===== config.mk =====
export PLATFORM = sky130hd
export DESIGN_NAME = onehot_rr_arbiter
export DESIGN_NICKNAME = d
export VERILOG_FILES = /design/src/rtl/onehot_rr_arbiter.sv
export SDC_FILE = /design/constraint.sdc
export NUM_CORES = 1
export LEC_CHECK = 0
export ABC_AREA = 1
export BUFFER_PORTS_ARGS = -buffer_cell sky130_fd_sc_hd__buf_4
export CAP_MARGIN = 20
export CORE_UTILIZATION = 50
export DETAILED_ROUTE_END_ITERATION = 12
export PLACE_DENSITY = 0.79
export SYNTH_ARGS = -nofsm -noshare
export SYNTH_HDL_FRONTEND = slang
export SYNTH_SLANG_ARGS = --single-unit

===== constraint.sdc =====
create_clock -name clk -period 1.8 [get_ports clk]
set_input_delay 0 -clock clk [delete_from_list [all_inputs] [get_ports clk]]
set_output_delay 0 -clock clk [all_outputs]
set_load 0.02 [all_outputs]

===== src/rtl/onehot_rr_arbiter.sv =====
`default_nettype none
// +----------------------------------------------------------------------------+
// | onehot_rr_arbiter: round-robin arbiter with offer/accept/release handshake |
// | Rev 1.0                                                                    |
// +----------------------------------------------------------------------------+
module onehot_rr_arbiter #(
  parameter int NUM_REQ = 4,
  parameter int IDX_W   = $clog2(NUM_REQ)
) (
  input  logic               clk,
  input  logic               rst,
  input  logic [NUM_REQ-1:0] req_i,
  output logic               grant_valid_o,
  input  logic               grant_ready_i,
  output logic [IDX_W-1:0]   grant_idx_o,
  output logic [NUM_REQ-1:0] grant_oh_o,
  input  logic               release_i,
  output logic               busy_o
);

  localparam logic [IDX_W:0]   c_NUM_EXT = (IDX_W+1)'(NUM_REQ);
  localparam logic [IDX_W-1:0] c_LAST    = IDX_W'(NUM_REQ - 1);

  typedef enum logic [1:0] {
    S_IDLE  = 2'd0,
    S_OFFER = 2'd1,
    S_BUSY  = 2'd2
  } state_t;

  state_t               r_state;
  logic [IDX_W-1:0]     r_ptr;
  logic [IDX_W-1:0]     r_idx;
  logic [NUM_REQ-1:0]   r_oh;
  logic                 r_valid;
  logic                 r_busy;

  logic [2*NUM_REQ-1:0] w_req2;
  logic [NUM_REQ-1:0]   w_rot;
  logic [IDX_W-1:0]     w_off;
  logic [IDX_W:0]       w_sum;
  logic [IDX_W-1:0]     w_win;
  logic [NUM_REQ-1:0]   w_win_oh;
  logic [IDX_W-1:0]     w_next_ptr;

  // Rotate requests so the pointer position lands at bit 0, then pick the lowest set bit.
  assign w_req2 = {req_i, req_i};
  assign w_rot  = NUM_REQ'(w_req2 >> r_ptr);

  always_comb begin
    w_off = '0;
    for (int j = NUM_REQ - 1; j >= 0; j--) begin
      if (w_rot[j]) begin
        w_off = IDX_W'(j);
      end
    end
  end

  // Map the rotated offset back to an absolute index, wrapping at NUM_REQ.
  assign w_sum      = {1'b0, r_ptr} + {1'b0, w_off};
  assign w_win      = (w_sum >= c_NUM_EXT) ? IDX_W'(w_sum - c_NUM_EXT) : w_sum[IDX_W-1:0];
  assign w_win_oh   = NUM_REQ'(1) << w_win;
  assign w_next_ptr = (r_idx == c_LAST) ? '0 : r_idx + IDX_W'(1);

  always_ff @(posedge clk or posedge rst) begin
    if (rst) begin
      r_state <= S_IDLE;
      r_ptr   <= '0;
      r_idx   <= '0;
      r_oh    <= '0;
      r_valid <= 1'b0;
      r_busy  <= 1'b0;
    end else begin
      case (r_state)
        S_IDLE: begin
          if (|req_i) begin
            r_idx   <= w_win;
            r_oh    <= w_win_oh;
            r_valid <= 1'b1;
            r_state <= S_OFFER;
          end
        end
        S_OFFER: begin
          if (grant_ready_i) begin
            r_valid <= 1'b0;
            r_busy  <= 1'b1;
            r_state <= S_BUSY;
          end
        end
        S_BUSY: begin
          if (release_i) begin
            r_ptr   <= w_next_ptr;
            r_oh    <= '0;
            r_busy  <= 1'b0;
            r_state <= S_IDLE;
          end
        end
        default: begin
          r_state <= S_IDLE;
          r_oh    <= '0;
          r_valid <= 1'b0;
          r_busy  <= 1'b0;
        end
      endcase
    end
  end

  assign grant_valid_o = r_valid;
  assign busy_o        = r_busy;
  assign grant_idx_o   = r_idx;
  assign grant_oh_o    = r_oh;

endmodule
`default_nettype wire


==> impl_metrics.py <==
metrics = {
    "timing": {
        "finalCritPeriodShare": 0.9653,
        "tns_ps": 0,
        "slew_violations": 0,
        "fin_skew_ps": 3.343,
        "holdWs_ps": 28.56,
        "tightest_slew_ps": 477.4,
        "layout_setup_ws_ps": 62.48,
        "fmax_mhz": 575.5,
        "period_minus_slack_ps": 1738,
        "finalSetupViolations": 0,
        "slew_headroom": 0.6814,
        "rsz0062_at_grt": "yes",
        "hold_viol_final": 0,
    },
    "routing": {
        "wl_um": 1609,
        "ant_nets": 0,
        "top_layer_used": "met4",
        "drtPass1Iterations": 4,
        "dr_wl_met2_um": 822,
        "vias": 690,
        "met3_length_um": 60,
        "drcViolationCount": 0,
        "routedLengthMet1_um": 716,
        "vias_per_cell": 5.111,
        "wire_per_inst_um": 11.92,
        "drt-initial-drc-count": 21,
    },
    "power_and_ir_drop": {
        "power_density_nw_per_um2": 1924,
        "power_leakage_nw": 0.5220,
        "peakVddDrop_mv": 1.135,
        "finalPower_mw": 1.829,
    },
    "clock_tree": {
        "cts_buffer_depth": 2,
        "numCtsBuffers": 3,
        "cts_max_level": 1,
        "insertion_delay_ps": 260,
        "cts_tree": "built",
        "cts_sinks": 12,
        "path_clk_slew_ps": 70,
        "cts-root-buf": "clkbuf_4",
    },
    "die": {
        "coreArea_um2": 1301,
        "die_w_um": 39.34,
        "ios": 16,
        "rows": 13,
        "dieArea_um2": 1547,
        "die_y_um": 39.34,
        "start_util": 0.5356,
    },
    "synthesis": {
        "synth.yosys.warnings": 0,
        "netlist_area_um2": 696.9,
        "ys_seq_elements": 12,
        "avgSynthCellArea_um2": 7.111,
        "syn_nets": 108,
        "synth.top_cell.area_share": 0.4309,
        "netlist.top_cell.by_area": "dfrtp_1",
        "yosys.cell_types.count": 16,
        "syn_inst": 98,
        "synthTopCellsByArea": "dfrtp_1 (43%), nand2_1 (19%), nand3_1 (8.6%)",
        "yosysSeqAreaShare": 0.4309,
    },
    "worst_hold_path": {
        "whs_endpoint": "r_state[0]",
        "hp-start": "grant_ready_i",
        "min_path_type": "input pin to flip-flop",
        "whs_path_depth": 4,
    },
    "layout": {
        "design_area_um2": 950.9,
        "antenna_cells": 0,
        "final_common_cell": "nand2_1",
        "final_cell_mix": "nand2_1 (30), buf_4 (18), dfrtp_1 (11)",
        "syn_to_final_growth_pct": 36.45,
        "fin_nets": 132,
        "utilization": 0.7308,
        "drive_gt1_frac": 0.3667,
        "stdcell_count": 135,
    },
    "grt": {
        "grt_usage": 0.2195,
        "antenna_found_initial": 0,
        "grt_overflow": 0,
        "grt_pass1_wl_um": 2270,
        "grt_max_degree": 13,
        "grt_pass1_vias": 591,
    },
    "critical_path": {
        "reg2reg_from": "r_ptr[0]",
        "required_ps": 1960,
        "cp-end-kind": "flip-flop",
        "crit_type": "flip-flop to flip-flop",
        "crit_fanout": 7,
        "cp.arrival_ps": 1900,
        "worstSetupStartpointType": "flip-flop",
        "rr_endpoint": "grant_idx_o[1]",
        "reg2reg_depth": 12,
        "r2r_slack_ps": 60,
    },
    "placement": {
        "post_dp_cell_area_um2": 835.8,
        "dp.cells": 129,
        "place_congestion": 0.8107,
        "io_buffers": 15,
        "place_ws_ps": -48.79,
        "dp_hpwl_um": 1143,
    },
    "job": {
        "cap_viol_max_count": 0,
    },
    "outcome": {
        "status": "finished clean",
    },
}
## registers in the layout, summed over array words and instances (netlist names)
| name | flops |
|---|---|
| r_ptr | 2 |
| grant_valid_o | 1 |
| r_state | 2 |
| busy_o | 1 |
| grant_idx_o | 2 |
| grant_oh_o | 4 |
## routing by layer
| metal | vias up | track usage |
|---|---|---|
| li1 | 359 | - |
| met5 | - | 0 |
| met3 | 2 | 0.05114 |
| met1 | 316 | 0.2635 |
| met4 | 0 | 0.05172 |
| met2 | 13 | 0.3917 |
## cell usage after synthesis
cell type	count
dfrtp_1	12
o21ai_0	4
nor2_1	8
o211ai_1	2
nand2_2	3
xnor2_1	1
ha_1	2
nor3_1	1
inv_1	11
a21oi_1	1
inv_2	2
a21boi_0	1
nand2_1	36
nand3_1	12
nand3_2	1
o31ai_1	1
## what timing repair did
action                                  CTS  global route
gates cloned                              0             0
hold endpoints to repair                 12             0
buffers inserted                          1             1
hold buffers                              1             0
endpoints found under the setup margin    5             5
gates resized for setup                   1            19
pin swaps                                 0             5
## how the worst max path moves through the flow
stage / start / to / slack, ps / cells after the start
after global routing: r_ptr[0] / grant_idx_o[1] / -50 / 13
after detailed placement: r_ptr[0] / grant_oh_o[3] / -50 / 13
after CTS: r_ptr[0] / grant_idx_o[1] / 4 / 13
final: r_ptr[0] / grant_idx_o[1] / 60 / 12
after floorplan: r_ptr[0] / grant_oh_o[2] / 160 / 13
after global placement: r_ptr[0] / grant_oh_o[3] / 40 / 13
## worst max-delay path, cell delays in order, from the launching register on
cell,delay [ps]
dfrtp_2,480
inv_4,110
nand2_1,90
nand3_1,90
nand2_1,90
a21boi_2,140
ha_2,200
xnor2_2,120
inv_1,70
nand2_2,80
nand2_2,60
nand2_1,60
nand2_1,50
## cell type report
| type | count | area [um2] |
|---|---|---|
| fillers | 106 | 350.3 |
| repair buffers | 19 | 145.1 |
| well taps | 15 | 18.77 |
| clock buffers | 3 | 22.52 |
| flip-flops and latches | 12 | 301.5 |
| inverters | 13 | 51.30 |
| multi-input cells | 73 | 411.6 |
## report_power, final
group / total, mW / switching [mW] / internal [mW]
Combinational: 1.17 / 0.707 / 0.464
Sequential: 0.498 / 0.105 / 0.393
Clock: 0.160 / 0.0831 / 0.0772
Total: 1.83 / 0.895 / 0.934
## cell families (layout without fill, tap and decap cells)
kind of cell    Yosys count  after routing  synth area share
simple gates             61             61            0.3716
buf+inv                  13             35           0.07002
flops                    12             12            0.4309
compound gates            9              9           0.07899
fa+ha+maj                 2              2           0.03590
xor+xnor                  1              1           0.01257
Power figures use the tool's default switching activity.
